`src/rtl/adjust_mode_controller_pkg.sv`:
```
// Shared definitions for the clock adjust-mode controller: mode encoding,
// field indices and the button priority bit positions.
package adjust_mode_controller_pkg;

    typedef enum logic [0:0] {
        MODE_CLOCK  = 1'b0,
        MODE_ADJUST = 1'b1
    } mode_t;

    localparam int FIELD_CLK_HR  = 0;
    localparam int FIELD_CLK_MIN = 1;
    localparam int FIELD_ALM_HR  = 2;
    localparam int FIELD_ALM_MIN = 3;

    // Bit positions in the request vector; a lower index means a higher priority.
    localparam int BTN_C    = 0;
    localparam int BTN_U    = 1;
    localparam int BTN_D    = 2;
    localparam int BTN_L    = 3;
    localparam int BTN_R    = 4;
    localparam int NUM_BTNS = 5;

    localparam int CNT_W = 6;

endpackage

```
`src/rtl/adjust_mode_controller_btn_priority_arbiter.sv`:
```
// Fixed-priority one-hot select over the five button pulses (C > U > D > L > R).
module btn_priority_arbiter
    import adjust_mode_controller_pkg::*;
(
    input  logic [NUM_BTNS-1:0] req,
    output logic [NUM_BTNS-1:0] grant
);

    // Isolating the lowest set bit gives priority to the centre button at bit 0.
    always_comb begin
        grant = req & (~req + NUM_BTNS'(1));
    end

endmodule

```
`src/rtl/adjust_mode_controller.sv`:
```
// CLOCK/ADJUST sequencer: field selection, inc/dec strobes, alarm arming,
// inactivity timeout and blink phase, all driven by single-cycle button pulses.
module adjust_mode_controller
    import adjust_mode_controller_pkg::*;
#(
    parameter int NUM_FIELDS = 4,
    parameter int TIMEOUT_S  = 10
)
(
    input  logic                          clk,
    input  logic                          rst,
    input  logic                          tick_1hz,
    input  logic                          btn_c,
    input  logic                          btn_u,
    input  logic                          btn_d,
    input  logic                          btn_l,
    input  logic                          btn_r,
    output logic                          adjust_mode,
    output logic [$clog2(NUM_FIELDS)-1:0] field_sel,
    output logic [NUM_FIELDS-1:0]         field_onehot,
    output logic                          inc_strobe,
    output logic                          dec_strobe,
    output logic                          alarm_en,
    output logic                          blink
);

    localparam int FIELD_W = $clog2(NUM_FIELDS);

    function automatic logic [FIELD_W-1:0] field_up(input logic [FIELD_W-1:0] f);
        return (f == FIELD_W'(NUM_FIELDS - 1)) ? '0 : f + FIELD_W'(1);
    endfunction

    function automatic logic [FIELD_W-1:0] field_down(input logic [FIELD_W-1:0] f);
        return (f == '0) ? FIELD_W'(NUM_FIELDS - 1) : f - FIELD_W'(1);
    endfunction

    function automatic logic [NUM_FIELDS-1:0] field_decode(input logic [FIELD_W-1:0] f);
        return NUM_FIELDS'(1) << f;
    endfunction

    logic [NUM_BTNS-1:0] btn_req;
    logic [NUM_BTNS-1:0] grant;
    logic                accepted;

    mode_t                mode;
    mode_t                mode_nxt;
    logic [FIELD_W-1:0]   field_nxt;
    logic [NUM_FIELDS-1:0] onehot_nxt;
    logic                 inc_nxt;
    logic                 dec_nxt;
    logic                 alarm_nxt;
    logic                 blink_nxt;
    logic [CNT_W-1:0]     idle_count;
    logic [CNT_W-1:0]     count_nxt;

    always_comb begin
        btn_req        = '0;
        btn_req[BTN_C] = btn_c;
        btn_req[BTN_U] = btn_u;
        btn_req[BTN_D] = btn_d;
        btn_req[BTN_L] = btn_l;
        btn_req[BTN_R] = btn_r;
    end

    btn_priority_arbiter u_arbiter (
        .req   (btn_req),
        .grant (grant)
    );

    assign accepted = |grant;

    always_comb begin
        mode_nxt  = mode;
        field_nxt = field_sel;
        alarm_nxt = alarm_en;
        inc_nxt   = 1'b0;
        dec_nxt   = 1'b0;
        blink_nxt = blink;
        count_nxt = idle_count;

        if (mode == MODE_CLOCK) begin
            blink_nxt = 1'b0;
            count_nxt = '0;
            if (grant[BTN_C]) begin
                mode_nxt  = MODE_ADJUST;
                field_nxt = FIELD_W'(FIELD_CLK_HR);
            end else if (grant[BTN_U]) begin
                alarm_nxt = ~alarm_en;
            end
        end else begin
            if (accepted) begin
                count_nxt = '0;
                if (grant[BTN_C]) begin
                    mode_nxt = MODE_CLOCK;
                end else if (grant[BTN_U]) begin
                    inc_nxt = 1'b1;
                end else if (grant[BTN_D]) begin
                    dec_nxt = 1'b1;
                end else if (grant[BTN_L]) begin
                    field_nxt = field_down(field_sel);
                end else begin
                    field_nxt = field_up(field_sel);
                end
            end else if (tick_1hz) begin
                // The tick that completes the idle period returns to CLOCK on this edge.
                if (idle_count == CNT_W'(TIMEOUT_S - 1)) begin
                    mode_nxt  = MODE_CLOCK;
                    count_nxt = '0;
                end else begin
                    count_nxt = idle_count + CNT_W'(1);
                end
            end

            if (mode_nxt == MODE_CLOCK) begin
                blink_nxt = 1'b0;
            end else if (tick_1hz) begin
                blink_nxt = ~blink;
            end
        end

        onehot_nxt = (mode_nxt == MODE_ADJUST) ? field_decode(field_nxt) : '0;
    end

    // Output register stage
    always_ff @(posedge clk or negedge rst) begin
        if (!rst) begin
            mode         <= MODE_CLOCK;
            field_sel    <= '0;
            field_onehot <= '0;
            inc_strobe   <= 1'b0;
            dec_strobe   <= 1'b0;
            alarm_en     <= 1'b0;
            blink        <= 1'b0;
            idle_count   <= '0;
        end else begin
            mode         <= mode_nxt;
            field_sel    <= field_nxt;
            field_onehot <= onehot_nxt;
            inc_strobe   <= inc_nxt;
            dec_strobe   <= dec_nxt;
            alarm_en     <= alarm_nxt;
            blink        <= blink_nxt;
            idle_count   <= count_nxt;
        end
    end

    assign adjust_mode = (mode == MODE_ADJUST);

endmodule
```
`config.mk`:
```
export PLATFORM = sky130hd
export DESIGN_NAME = adjust_mode_controller
export DESIGN_NICKNAME = d
export VERILOG_FILES = /design/src/rtl/adjust_mode_controller_pkg.sv /design/src/rtl/adjust_mode_controller_btn_priority_arbiter.sv /design/src/rtl/adjust_mode_controller.sv
export SDC_FILE = /design/constraint.sdc
export NUM_CORES = 1
export LEC_CHECK = 0
export CORE_MARGIN = 1
export CORE_UTILIZATION = 51
export CTS_BUF_LIST = sky130_fd_sc_hd__clkbuf_8
export DETAILED_ROUTE_END_ITERATION = 7
export HOLD_SLACK_MARGIN = 0.02
export PLACE_DENSITY = 0.77
export SYNTH_ARGS = -nofsm -noshare
export SYNTH_HDL_FRONTEND = slang
export SYNTH_SLANG_ARGS = --single-unit
```
`constraint.sdc`:
```
create_clock -name clk -period 1.8 [get_ports clk]
set_input_delay 0.18 -clock clk [delete_from_list [all_inputs] [get_ports clk]]
set_output_delay 0.18 -clock clk [all_outputs]
set_load 0.03 [all_outputs]
```
# Yosys cells after proc, flatten, opt, wreduce, memory -nomap -nowiden
# Cells that the tools add are included.
word_totals:
  elab_cells: 59
  memories: 0
  input_bits: 8
  regBits: 17
  latch_bits: 0
  romBits: 0
  mem_bits_rw: 0
  out_inout_bits: 11
classes:
  bitwise: 6
  n_shift: 1
  reduce_logical: 3
  add_sub_neg: 4
  n_lt_le_gt_ge: 0
  n_mux: 33
  eq_ne: 4
  div_mod_pow: 0
  n_mul: 0
ops:
  columns: ["cell", "count"]
  rows:
  - ["$mux W6", 4]
  - ["$mux W1", 19]
  - ["$mux W2", 9]
  - ["$add A6 B1 Y6 const B", 1]
  - ["$eq A6 B4 Y1 const B", 1]
  - ["$ne A3 B3 Y1 const B", 2]
  - ["$add A5 B1 Y5 const B", 1]
  - ["$and A5 B5 Y5", 1]
  - ["$not A5 Y5", 1]
  - ["$reduce_or A5 Y1", 1]
  - ["$mux W4", 1]
  - ["$not A1 Y1", 4]
  - ["$shl A1 B2 Y4 const A", 1]
  - ["$reduce_and A3 Y1", 1]
  - ["$add A2 B1 Y2 const B", 1]
  - ["$eq A2 B2 Y1 const B", 1]
  - ["$logic_not A2 Y1", 1]
  - ["$sub A2 B1 Y2 const B", 1]

# Longest topological paths before layout
# Gate-level depths: netlist of run 1.
depth:
  depth_word: 11
  depth_mapped: 6
  ltp_nobuf: 6

# Cells and area by module
# A second synthesis of run 1 with hierarchy kept.
unflattened:
  cells_unflattened: 87
  hier_area_um2: 895.9
by_module_without_submodules:
  columns: ["module", "cells_per_inst", "area_each_um2", "instances", "seq_area_each_um2"]
  rows:
  - ["adjust_mode_controller", 81, 840.8, 1, 425.4]
  - ["btn_priority_arbiter", 6, 55.1, 1, 0.0]

# Least setup slack after synthesis of run 1
# No wires, ideal clock.
synth_path:
  path_kind: "reg2reg"
  startpoint: "reg field_sel[0]"
  endpoint: "reg field_onehot[3]"
  slack_ps: 148
  setup_ps: 120
  period_less_slack_ps: 1652
  n_path_buf: 0
  arrival_ps: 1532
  path_stages_with_launch: 7
  t_required_ps: 1680
  path_cell_list: "dfrtp_1 > inv_1 > ha_1 > xor2_1 > nand4_1 > o311ai_2 > and3b_1"
synth_via:
  elab_chain_len: 10
  elab_cells_between_ends: 15
  cone_classes: "add/sub: 2; eq/ne: 1; shift: 1; mux: 10; reduce/logical: 1"
synth_rtl:
  columns: ["item", "line_no", "text"]
  rows:
  - ["start: declaration", "adjust_mode_controller.sv:19", "output logic [$clog2(NUM_FIELDS)-1:0] field_sel,"]
  - ["start signal: assignment", "adjust_mode_controller.sv:137", "field_sel <= field_nxt;"]
  - ["$add A2 B1 Y2 (tied with other cells)", "adjust_mode_controller.sv:30", "return (f == FIELD_W'(NUM_FIELDS - 1)) ? '0 : f + FIELD_W'(1);"]
  - ["$mux W2 (on tied branches)", "adjust_mode_controller.sv:30, adjust_mode_controller.sv:34", null]
  - ["$mux W2 *", "adjust_mode_controller.sv:99", "end else if (grant[BTN_L]) begin"]
  - ["$mux W2 *", "adjust_mode_controller.sv:97", "end else if (grant[BTN_D]) begin"]
  - ["$mux W2 *", "adjust_mode_controller.sv:95", "end else if (grant[BTN_U]) begin"]
  - ["$mux W2 *", "adjust_mode_controller.sv:93", "if (grant[BTN_C]) begin"]
  - ["$mux W2 *", "adjust_mode_controller.sv:91", "if (accepted) begin"]
  - ["$mux W2 *", "adjust_mode_controller.sv:81", "if (mode == MODE_CLOCK) begin"]
  - ["named net field_nxt[1]", "adjust_mode_controller.sv:47", "logic [FIELD_W-1:0] field_nxt;"]
  - ["$shl A1 B2 Y4 *", "adjust_mode_controller.sv:38", "return NUM_FIELDS'(1) << f;"]
  - ["$mux W4 *", "adjust_mode_controller.sv:121", "onehot_nxt = (mode_nxt == MODE_ADJUST) ? field_decode(field_nxt) : '0;"]
  - ["named net onehot_nxt[3]", "adjust_mode_controller.sv:48", "logic [NUM_FIELDS-1:0] onehot_nxt;"]
  - ["end signal: assignment", "adjust_mode_controller.sv:138", "field_onehot <= onehot_nxt;"]
  - ["end: declaration", "adjust_mode_controller.sv:20", "output logic [NUM_FIELDS-1:0] field_onehot,"]
# The timed path passes the listed nets; every way through them passes the cells marked *.
# A chain may end at the register's enable or synchronous reset.

# Worst setup path in the final report of run 1
layout_path:
  startpoint: "reg field_sel[0]"
  endpoint: "reg field_onehot[1]"
layout_via:
  elab_chain_len: 10
  elab_cells_between_ends: 15
  cone_classes: "add/sub: 2; eq/ne: 1; shift: 1; mux: 10; reduce/logical: 1"
layout_rtl:
  columns: ["item", "line_no"]
  rows:
  - ["$add A2 B1 Y2 (tied with other cells)", "adjust_mode_controller.sv:30"]
  - ["$mux W2 (on tied branches)", "adjust_mode_controller.sv:30, adjust_mode_controller.sv:34"]
  - ["$mux W2", "adjust_mode_controller.sv:99"]
  - ["$mux W2", "adjust_mode_controller.sv:97"]
  - ["$mux W2", "adjust_mode_controller.sv:95"]
  - ["$mux W2", "adjust_mode_controller.sv:93"]
  - ["$mux W2", "adjust_mode_controller.sv:91"]
  - ["$mux W2 *", "adjust_mode_controller.sv:81"]
  - ["named net field_nxt[0]", "adjust_mode_controller.sv:47"]
  - ["$shl A1 B2 Y4 *", "adjust_mode_controller.sv:38"]
  - ["$mux W4 *", "adjust_mode_controller.sv:121"]
  - ["named net onehot_nxt[1]", "adjust_mode_controller.sv:48"]
# Marks and branches as above.

==> results of run 1 <==
==> cell type report <==
| type | count | area, um^2 |
|---|---|---|
| Multi-Input combinational cell | 60 | 445.4 |
| Sequential cell | 17 | 425.4 |
| Fill cell | 123 | 414.1 |
| Timing Repair Buffer | 21 | 202.7 |
| Clock buffer | 3 | 41.29 |
| Inverter | 6 | 22.52 |
| Tap cell | 16 | 20.02 |
| Clock inverter | 1 | 5.005 |
==> synth_stat cells, types with 2 or more instances <==
| cell type | count |
|---|---|
| dfrtp_1 | 17 |
| nand2_1 | 7 |
| nor2_1 | 6 |
| inv_1 | 5 |
| ha_1 | 4 |
| xor2_1 | 4 |
| a21oi_1 | 3 |
| nand2b_1 | 3 |
| nand3_1 | 3 |
| nand3b_1 | 3 |
| nand4_1 | 2 |
| nor2b_1 | 2 |
| nor3_1 | 2 |
| nor3b_1 | 2 |
| o21ai_0 | 2 |
==> power by group through the flow <==
| stage | clock network [mW] | registers [mW] | logic (mW) |
|---|---|---|---|
| 3_5_place_dp | 0 | 0.542 | 0.663 |
| 6_report | 0.282 | 0.535 | 0.661 |
| 5_1_grt | 0.302 | 0.548 | 0.703 |
| 4_1_cts | 0.286 | 0.536 | 0.667 |
| 3_3_place_gp | 0 | 0.541 | 0.650 |
| 2_1_floorplan | 0 | 0.696 | 0.250 |
==> flip-flops by register name (all words and copies together) (netlist names) <==
| register | cells |
|---|---|
| adjust_mode | 1 |
| field_sel | 2 |
| blink | 1 |
| inc_strobe | 1 |
| alarm_en | 1 |
| field_onehot | 4 |
| idle_count | 6 |
| dec_strobe | 1 |
==> worst max-delay path by stage <==
| stage | cells past startpoint | start | endpoint |
|---|---|---|---|
| 4_1_cts | 6 | field_sel[0]$_DFF_PN0_ | field_onehot[3]$_DFF_PN0_ |
| 6_report | 5 | field_sel[0]$_DFF_PN0_ | field_onehot[1]$_DFF_PN0_ |
| 5_1_grt | 6 | field_sel[0]$_DFF_PN0_ | field_onehot[3]$_DFF_PN0_ |
| 3_3_place_gp | 5 | btn_u | field_onehot[3]$_DFF_PN0_ |
| 3_5_place_dp | 5 | btn_u | field_onehot[3]$_DFF_PN0_ |
| 2_1_floorplan | 6 | field_sel[0]$_DFF_PN0_ | field_onehot[3]$_DFF_PN0_ |
==> critical path: cells and delay by family, from the launching register on <==
kind | cells | cell delay [ns]
compound gates | 3 | 0.67
simple gates | 1 | 0.21
fa+ha+maj | 1 | 0.23
flops | 1 | 0.45
==> metrics by stage <==
step | power, mW | util | hold WS [ns]
final | 1.479 | 0.7373 | 0.2582
after global routing | 1.554 | 0.7373 | 0.2782
after CTS | 1.489 | 0.7373 | 0.2630
after detailed placement | 1.205 | 0.7079 | 0.4631
after global placement | 1.192 | 0.7079 | 0.4609
after floorplan | 0.9456 | - | -0.1156
==> cells by family (layout without fill, tap and decap cells) <==
family / after synthesis / count (layout) / share of synthesized area
flops: 17 / 17 / 0.4742
compound gates: 13 / 13 / 0.1297
xor+xnor: 5 / 5 / 0.04881
simple gates: 38 / 38 / 0.2622
buf+inv: 7 / 31 / 0.02928
fa+ha+maj: 4 / 4 / 0.05579
==> routing by layer <==
metal | wire length [um] | part of all wire
met2 | 811 | 0.46
met5 | 0 | 0
met3 | 86 | 0.048
met4 | 11 | 0.0062
met1 | 871 | 0.49
==> impl_metrics.env, run 1 <==
export IMPL_setup_violations=0
export IMPL_io_buffers=18
export IMPL_drt_iter0_drc=17
export IMPL_sw_frac_of_total=0.3933
export IMPL_critical_path_max_fanout=7
export IMPL_globalRouteMet3Util=0.04583
export IMPL_clk_pin_slew_ns=0.07
export IMPL_setup_ws_ns=0.1784
export IMPL_place_inst=120
export IMPL_grt_pass1_wl_mm=2.987
export IMPL_critPathRequiredTime_ns=1.97
export IMPL_worst_setup_path_type="reg2reg"
export IMPL_fin_worst_skew_ns=0.001409
export IMPL_dp_slack_ns=0.001280
export IMPL_synth_warnings=0
export IMPL_postCtsResizedCells=0
export IMPL_fp_dieH_um=43.94
export IMPL_cts_inserted_buffers=3
export IMPL_cap_violations=0
export IMPL_leakage_nw=0.5145
export IMPL_core_region_area_um2=1577
export IMPL_top_usage_layer="met2"
export IMPL_ir_drop_v=0.0009710
export IMPL_finalHoldViolCount=0
export IMPL_grt_antenna_before_repair=0
export IMPL_syn_nets=96
export IMPL_use_met2=0.3194
export IMPL_ys_top_cells_by_area="dfrtp_1, ha_1, xor2_1"
export IMPL_status="completed"
export IMPL_num_vias=695
export IMPL_pwr_share_seq=0.362
export IMPL_p_sw_mw=0.5815
export IMPL_ioPinCount=19
export IMPL_cp_slowest_cell="dfrtp_1"
export IMPL_cts_setup_buffers=0
export IMPL_yosysTopAreaCell="dfrtp_1"
export IMPL_start_util=0.5690
export IMPL_cp_arrival_ns=1.80
export IMPL_crit_path_max_incr_delay_ns=0.45
export IMPL_cts_root_buf="clkbuf_8"
export IMPL_r2r_start="field_sel[0]$_DFF_PN0_"
export IMPL_cts_htree_levels=1
export IMPL_p_clk_frac=0.191
export IMPL_p_int_mw=0.8970
export IMPL_gp_congestion=0.8511
export IMPL_cts_hold_buf=0
export IMPL_rrSetupSlack_ns=0.18
export IMPL_grt_overflow=0
export IMPL_cts_tree="yes"
export IMPL_rows=14
export IMPL_ys_flop_type="dfrtp_1"
export IMPL_holdCritPathClass="in2async"
export IMPL_cp_end_kind="flip-flop"
export IMPL_postRouteAntennaNets=0
export IMPL_syn_area_um2=897.1
export IMPL_synth_top_area_frac=0.4742
export IMPL_combPwrFrac=0.447
export IMPL_setup_tns_ns=0
export IMPL_startpoint_type="flip-flop"
export IMPL_async_flop_share=1.000
export IMPL_first_pass_iters=6
export IMPL_synth_cell_types=34
export IMPL_stdcell_count=124
export IMPL_vias_per_cell=5.605
export IMPL_final_area_um2=1162
export IMPL_clock_path_buffers=2
export IMPL_fmax_mhz=616.7
export IMPL_path_cells="ha_1, o21ba_1, o211a_1, o31ai_4, nor3b_2"
export IMPL_routed_wl_mm=1.781
export IMPL_relSlewSlack=0.6895
export IMPL_dieArea_um2=1931
export IMPL_grt_max_degree=18
export IMPL_use_met1=0.3075
export IMPL_final_common_cell="clkdlybuf4s50_1"
export IMPL_clkLatencyLatePin_ns=0.25
export IMPL_grt_pass1_vias=650
export IMPL_final_cell_mix="clkdlybuf4s50_1, dfrtp_1, nand2_1"
export IMPL_synthCells=84
export IMPL_rsz0062_at_grt="no"
export IMPL_min_period_ns=1.622
export IMPL_finalMaxSlewViolations=0
export IMPL_avgSynthCellArea_um2=10.68
export IMPL_r2r_end="field_onehot[1]$_DFF_PN0_"
export IMPL_drive_gt1_frac=0.1389
export IMPL_r2r_cells=5
export IMPL_drc=0
export IMPL_hpwl_mm=1.312
export IMPL_clock_sinks=17
export IMPL_diodes=0
export IMPL_syn2layout_area_growth_pct=29.57
export IMPL_synth_seq_cells=17
export IMPL_die_w_um=43.94
export IMPL_wl_per_cell_um=14.36
export IMPL_period_share=0.9009
export IMPL_powerDensity_nw_per_um2=1272
export IMPL_seq_area_frac_synth=0.4742
export IMPL_synth_edf_count=0
export IMPL_fin_nets=121
export IMPL_grtUsageTotal=0.2132
export IMPL_tightest_slew_ns=0.4650
export IMPL_placed_area_um2=1116
Note: power is estimated with default switching activity, not from simulation.
==> run 2, diff against run 1 <==
- CELL_PAD_IN_SITES_DETAIL_PLACEMENT: not set -> 0
- CELL_PAD_IN_SITES_GLOBAL_PLACEMENT: not set -> 1
- CORE_UTILIZATION: 51 -> 25
- PLACE_DENSITY: 0.77 -> 0.52
==> run 2 against run 1 <==
Global-route usage shrank 10 points. Largest power group unchanged. Combinational power is essentially flat. Largest cell class unchanged. Utilization shrank 38 points. Sequential share of layout area shrank 1.5 points.
==> impl_metrics.env, run 2 (same netlist as run 1, synthesis figures left out) <==
export IMPL_status="completed"
export IMPL_grt_max_degree=18
export IMPL_worst_setup_path_type="reg2out"
export IMPL_first_pass_iters=4
export IMPL_path_cells="clkdlybuf4s50_1"
export IMPL_ir_drop_v=0.0006672
export IMPL_syn2layout_area_growth_pct=35.29
export IMPL_rsz0062_at_grt="no"
export IMPL_cap_violations=0
export IMPL_stdcell_count=156
export IMPL_clkLatencyLatePin_ns=0.25
export IMPL_place_inst=152
export IMPL_setup_tns_ns=0
export IMPL_leakage_nw=0.5264
export IMPL_whs_ns=0.2494
export IMPL_cts_inserted_buffers=3
export IMPL_post_route_util=0.3581
export IMPL_drive_gt1_frac=0.1455
export IMPL_start_util=0.2647
export IMPL_finalHoldViolCount=0
export IMPL_clock_sinks=17
export IMPL_setup_ws_ns=0.1852
export IMPL_fin_worst_skew_ns=0.003615
export IMPL_largest_register="idle_count"
export IMPL_grt_pass1_vias=702
export IMPL_setup_violations=0
export IMPL_startpoint_type="flip-flop"
export IMPL_top_regs="idle_count: 6 flops, field_onehot: 4 flops, field_sel: 2 flops"
export IMPL_largest_reg_flops=6
export IMPL_cts_root_buf="clkbuf_8"
export IMPL_drc=0
export IMPL_cp_arrival_ns=1.43
export IMPL_grt_antenna_before_repair=0
export IMPL_cp_end_kind="output port"
export IMPL_critical_path_max_fanout=7
export IMPL_grtUsageTotal=0.1116
export IMPL_drt_iter0_drc=18
export IMPL_placed_area_um2=1169
export IMPL_fin_nets=123
export IMPL_final_common_cell="clkdlybuf4s50_1"
export IMPL_cts_tree="yes"
export IMPL_critPathRequiredTime_ns=1.62
export IMPL_holdCritPathClass="in2async"
export IMPL_final_cell_mix="clkdlybuf4s50_1, dfrtp_1, nand2_1"
export IMPL_dieArea_um2=3832
export IMPL_routed_wl_mm=1.807
export IMPL_die_w_um=61.91
export IMPL_diodes=0
export IMPL_crit_path_max_incr_delay_ns=0.72
export IMPL_clock_path_buffers=2
export IMPL_grt_overflow=0
export IMPL_core_region_area_um2=3390
export IMPL_powerDensity_nw_per_um2=1220
export IMPL_min_period_ns=1.615
export IMPL_hpwl_mm=1.345
export IMPL_clk_pin_slew_ns=0.07
export IMPL_crit_buf_inv=1
export IMPL_cp_slowest_cell="clkdlybuf4s50_1"
export IMPL_cts_hold_buf=0
export IMPL_wl_per_cell_um=11.58
export IMPL_path_delay_family="buffers and inverters"
export IMPL_postCtsResizedCells=0
export IMPL_finalMaxSlewViolations=0
export IMPL_cts_setup_buffers=0
export IMPL_grt_pass1_wl_mm=3.015
export IMPL_dp_slack_ns=0.04698
export IMPL_num_vias=711
export IMPL_ioPinCount=19
export IMPL_gp_congestion=0.7524
export IMPL_tightest_slew_ns=0.4370
export IMPL_fmax_mhz=619.3
export IMPL_io_buffers=18
export IMPL_period_share=0.8971
export IMPL_fp_dieH_um=61.91
export IMPL_rows=21
export IMPL_relSlewSlack=0.7082
export IMPL_final_area_um2=1214
export IMPL_total_power_mw=1.480
export IMPL_vias_per_cell=4.558
export IMPL_postRouteAntennaNets=0
export IMPL_cts_htree_levels=1
[run 2: cell types whose count changed in the layout (fill, tap and decap cells not counted), sizes merged]
cell / change
clkinv: -1
buf: +2
inv: +1
[run 2: area by class of cell]
type,count,area [um^2]
clock buffer,3,41.29
clock inverter,1,3.754
fill,351,2176
inverter,6,22.52
multi-input combinational,60,445.4
sequential,17,425.4
tap,46,57.56
timing repair buffer,23,217.7
[run 2: layer usage]
layer	global-route usage	up-vias	part of all wire	wire [um]
met5	0	-	0	0
met3	0.02899	5	0.049	89
met2	0.1859	14	0.49	880
met1	0.1327	348	0.44	801
li1	-	344	-	-
met4	0.05714	0	0.020	36
[run 2: final timing paths]
kind                                             start                   endpoint  slack [ns]  depth (start not counted)
worst max-delay path            field_sel[0]$_DFF_PN0_               field_sel[0]        0.19                          1
worst min-delay path                               rst  idle_count[5]$_DFFE_PN0P_        0.25                          2
worst max register to register  field_sel[0]$_DFF_PN0_  field_onehot[3]$_DFF_PN0_        0.20                          6
worst min register to register    alarm_en$_DFFE_PN0P_       alarm_en$_DFFE_PN0P_        0.47                          1
max in group asynchronous                          rst  field_onehot[1]$_DFF_PN0_        1.35                          2
min in group clk                  alarm_en$_DFFE_PN0P_       alarm_en$_DFFE_PN0P_        0.47                          1
[run 2: where the power goes]
part / leakage [nW] / switching, mW / total, mW / internal [mW]
clock network: 0.0269 / 0.132 / 0.284 / 0.151
registers: 0.229 / 0.0729 / 0.536 / 0.463
logic: 0.271 / 0.372 / 0.661 / 0.288
total: 0.526 / 0.578 / 1.48 / 0.902
==> run 3, diff against run 2 <==
- ABC_CLOCK_PERIOD_IN_PS: not set -> 1400
- CORE_ASPECT_RATIO: not set -> 1.5
- PLACE_DENSITY: 0.52 -> 0.54
- clock period: 1.8 -> 1.4 ns (I/O delays scaled with it)
==> run 3 against run 2 <==
The flow now finishes with violations (setup timing). Via count increased by 5.3%. Sequential cell count unchanged. Worst hold slack got worse by 0.033 ns. Die area increased by 0.12%. Global-route usage increased by 0.25 points. Power increased by 41%. Clock-buffer cell count unchanged. Critical path type is now reg2reg. Largest cell class unchanged. Largest power group unchanged. Highest routed layer unchanged.
==> impl_metrics.env, run 3 (same netlist as run 1, synthesis figures left out) <==
export IMPL_fp_dieH_um=75.37
export IMPL_critical_path_max_fanout=5
export IMPL_grt_pass1_wl_mm=3.139
export IMPL_startpoint_type="flip-flop"
export IMPL_multi_input_area_um2=488.0
export IMPL_pwr_share_seq=0.328
export IMPL_finalHoldViolCount=0
export IMPL_critPathRequiredTime_ns=1.57
export IMPL_cts_tree="yes"
export IMPL_drc=0
export IMPL_dieArea_um2=3837
export IMPL_fmax_mhz=652.8
export IMPL_num_vias=749
export IMPL_vias_per_cell=4.485
export IMPL_finalMaxSlewViolations=0
export IMPL_wl_per_cell_um=11.67
export IMPL_wl_met2_mm=1.112
export IMPL_worst_setup_path_type="reg2reg"
export IMPL_powerDensity_nw_per_um2=1524
export IMPL_clock_sinks=17
export IMPL_path_cells="ha_2, o21ba_1, o211a_1, o31ai_4, nor3b_2"
export IMPL_cts_hold_buf=0
export IMPL_largest_register="idle_count"
export IMPL_cap_violations=0
export IMPL_grt_antenna_before_repair=0
export IMPL_syn2layout_area_growth_pct=53.00
export IMPL_total_power_mw=2.092
export IMPL_sw_frac_of_total=0.3848
export IMPL_leakage_nw=0.7056
export IMPL_hpwl_mm=1.559
export IMPL_nFillCells=383
export IMPL_clk_pin_slew_ns=0.06
export IMPL_tightest_slew_ns=0.3198
export IMPL_top_regs="idle_count: 6 flops, field_onehot: 4 flops, field_sel: 2 flops"
export IMPL_setup_ws_ns=-0.1318
export IMPL_post_route_util=0.4018
export IMPL_relSlewSlack=0.7865
export IMPL_setup_violations=4
export IMPL_grtUsageTotal=0.1140
export IMPL_crit_path_max_incr_delay_ns=0.44
export IMPL_grt_overflow=0
export IMPL_postRouteAntennaNets=0
export IMPL_rsz0062_at_grt="yes"
export IMPL_clkLatencyLatePin_ns=0.25
export IMPL_gp_congestion=0.7454
export IMPL_drt_iter0_drc=6
export IMPL_start_util=0.2626
export IMPL_drt_met1_wl_um=745
export IMPL_first_pass_iters=2
export IMPL_diodes=0
export IMPL_cp_end_kind="flip-flop"
export IMPL_holdCritPathClass="in2async"
export IMPL_core_region_area_um2=3416
export IMPL_ioPinCount=19
export IMPL_largest_reg_flops=6
export IMPL_ir_drop_v=0.0009433
export IMPL_violations="setup timing"
export IMPL_period_share=1.094
export IMPL_clock_path_buffers=2
export IMPL_cp_arrival_ns=1.71
export IMPL_cts_root_buf="clkbuf_8"
export IMPL_p_clk_frac=0.171
export IMPL_min_period_ns=1.532
export IMPL_final_common_cell="buf_4"
export IMPL_fin_nets=138
export IMPL_status="finished with violations"
export IMPL_combPwrFrac=0.501
export IMPL_rows=26
export IMPL_p_int_mw=1.287
export IMPL_seqCellArea_um2=427.9
export IMPL_top_layer_used="met4"
export IMPL_grt_pass1_vias=732
export IMPL_cts_htree_levels=1
export IMPL_dr_wl_met3_um=60
export IMPL_io_buffers=18
export IMPL_routed_wl_mm=1.949
export IMPL_p_sw_mw=0.8052
export IMPL_grt_max_degree=18
export IMPL_die_w_um=50.91
export IMPL_whs_ns=0.2166
export IMPL_drive_gt1_frac=0.3360
export IMPL_fin_worst_skew_ns=0.001377
export IMPL_final_cell_mix="buf_4, dfrtp_1, clkdlybuf4s50_1"
export IMPL_cp_slowest_cell="dfrtp_2"
export IMPL_cts_inserted_buffers=3
## run 3: final timing paths
kind | start | end | slack [ns] | cells past startpoint
setup / recovery | field_sel[0]$_DFF_PN0_ | field_onehot[1]$_DFF_PN0_ | -0.13 | 5
hold / removal | rst | idle_count[1]$_DFFE_PN0P_ | 0.22 | 2
setup reg to reg | field_sel[0]$_DFF_PN0_ | field_onehot[1]$_DFF_PN0_ | -0.13 | 5
hold reg to reg | alarm_en$_DFFE_PN0P_ | alarm_en$_DFFE_PN0P_ | 0.47 | 1
max in group asynchronous | rst | field_sel[1]$_DFF_PN0_ | 0.98 | 2
min in group clk | alarm_en$_DFFE_PN0P_ | alarm_en$_DFFE_PN0P_ | 0.47 | 1
## run 3: routing by layer
metal / global-route usage / up-vias
li1: - / 373
met1: 0.1169 / 363
met2: 0.2120 / 11
met3: 0.01796 / 2
met4: 0.07407 / 0
met5: 0 / -
## run 3: power by group through the flow
stage | Combinational, mW | Sequential [mW] | Clock [mW]
3_3_place_gp | 0.993 | 0.698 | 0
6_report | 1.05 | 0.687 | 0.357
5_1_grt | 1.14 | 0.704 | 0.390
3_5_place_dp | 0.998 | 0.695 | 0
4_1_cts | 1.05 | 0.687 | 0.373
2_1_floorplan | 0.322 | 0.902 | 0
## run 3: critical path, delay by kind of cell, from the launching register on
kind                     cells  cell delay (ns)
flip-flops                   1             0.44
adder cells (fa/ha/maj)      1             0.19
AO/OA/AOI/OAI                3             0.64
AND/OR/NAND/NOR              1             0.20
## run 3: repair_timing
action / in CTS / in global routing
endpoints found under the setup margin: 11 / 13
resized for setup: 10 / 10
pin swaps: 1 / 4
setup buffers: 1 / 1
## run 3: final cells by class
class,instances,area share
clock inverter,1,0.003646
timing repair buffer,38,0.2443
multi-input combinational,60,0.3555
sequential,17,0.3118
inverter,6,0.01641
tap,42,0.03829
clock buffer,3,0.03008
## run 3: per-stage QoR
| step | cell area (um^2) | TNS (ns) | cells | setup WS (ns) |
|---|---|---|---|---|
| floorplan | 902.1 | -0.4825 | 84 | -0.1401 |
| global placement | 1266 | -2.093 | 161 | -0.2619 |
| detailed placement | 1266 | -2.196 | 161 | -0.2675 |
| CTS | 1340 | -0.4815 | 166 | -0.1404 |
| global route | 1373 | -0.7783 | 167 | -0.1951 |
| finish | 1373 | -0.4087 | 167 | -0.1318 |
==> RTL edit, RTL diff (config.mk and constraints of run 2) <==
Set the parameter `NUM_FIELDS` to 8 (it was 4).
--- a/src/rtl/adjust_mode_controller.sv
+++ b/src/rtl/adjust_mode_controller.sv
@@ -5,3 +5,3 @@
 #(
-    parameter int NUM_FIELDS = 4,
+    parameter int NUM_FIELDS = 8,
     parameter int TIMEOUT_S  = 10
Ports: changed (resized field_onehot and field_sel); port bits go from 19 to 24. No check against the original RTL was run, so the function may have changed too.
==> RTL edit against run 2 <==
- setup slack got worse by 160 ps
- highest routed layer unchanged
- sequential share of layout area fell by 3.0 points
- largest cell class unchanged
- design area rose by 42%
- hold slack improved by 17 ps
- via count rose by 29%
- global-route usage rose by 1.2 points
- largest power group is now sequential cells
- area after synthesis rose by 25%
- total power fell by 7.4%
- routed wire length rose by 49%
- sequential cell count rose by 5
==> RTL edit: results (changes against run 2) <==
M3 GR Usage -> 2.63% (-0.27 points)
First-pass GRT wire length -> 4.19 mm (+39%)
Clock buffer count -> 4 (+1)
Buffering overhead -> 21.1% (+3.2 points)
Status -> finished, final reports clean
Worst-Skew Late Latency -> 270 ps (+20 ps)
Post-route insts no fill -> 198 (+27%)
NetSw -> 0.437 mW (-24%)
Largest net degree at the start of global routing -> 23 (+5)
Setup Skew -> 6.01 ps (+2.39 ps)
Leak Pwr -> 0.718 nW (+36%)
Met2 usage -> 18.7% (+0.10 points)
Post-synth net total -> 118 (+23%)
Seq/total area -> 32.0% (-3.0 points)
Vias in the first global route -> 917 (+31%)
Layout cells sized above 1 -> 31.8% (+17 points)
Dpl ws -> -152 ps (-199 ps)
M1 WL -> 1.34 mm (+67%)
Synth unique cells -> 35 (+2.9%)
Synthesized netlist cell count -> 104 (+24%)
GRT Util Overall -> 12.4% (+1.2 points)
Nets@finish -> 163 (+33%)
Inverters, non-clock -> 8 (+2)
Filler instances -> 413 (+18%)
Top cells by area, synth -> dfrtp_1 49%, ha_1 6.7%, nor4_1 4.5%
Biggest regs -> field_onehot: 8 flops, idle_count: 6 flops, field_sel: 3 flops
Seq/Total Area, Yosys -> 49.3% (+1.9 points)
RTL edit: kinds of logic after synthesis:
kind of cell / Yosys count / share of synthesized area [%]
buf+inv: 9 / 3.02
fa+ha+maj: 6 / 6.72
xor+xnor: 4 / 3.14
simple gates: 48 / 25.8
compound gates: 15 / 12.1
flops: 22 / 49.3
RTL edit: timing repair:
| item | CTS | global route |
|---|---|---|
| endpoints found under the hold margin | 0 | 0 |
| setup endpoints to repair | 3 | 9 |
| cloned | 0 | 0 |
| gates resized for setup | 0 | 20 |
| pin swaps | 1 | 4 |
RTL edit: worst paths after layout:
kind | from | end | slack (ps) | depth (start not counted)
worst min-delay path | rst | blink$_DFFE_PN0P_ | 270 | 2
worst min register to register | alarm_en$_DFFE_PN0P_ | alarm_en$_DFFE_PN0P_ | 480 | 1
min in group clk | alarm_en$_DFFE_PN0P_ | alarm_en$_DFFE_PN0P_ | 480 | 1
worst max-delay path | field_sel[0]$_DFF_PN0_ | field_onehot[5]$_DFF_PN0_ | 30 | 7
max in group asynchronous | rst | field_sel[1]$_DFF_PN0_ | 1280 | 2
worst max register to register | field_sel[0]$_DFF_PN0_ | field_onehot[5]$_DFF_PN0_ | 30 | 7
RTL edit: worst max-delay path: stages, from the launching register on:
cell and delay (ps):
dfrtp_2 450, ha_4 180, ha_4 250, and3b_1 200, a31oi_4 50, a2bb2oi_4 190, buf_4 160, nor4_1 190
RTL edit: power groups by stage:
stage,clock network [mW],registers [mW],logic [mW]
5_1_grt,0.399,0.573,0.477
2_1_floorplan,0,0.645,0.122
3_5_place_dp,0,0.570,0.384
6_report,0.361,0.567,0.443
3_3_place_gp,0,0.569,0.386
4_1_cts,0.380,0.561,0.386
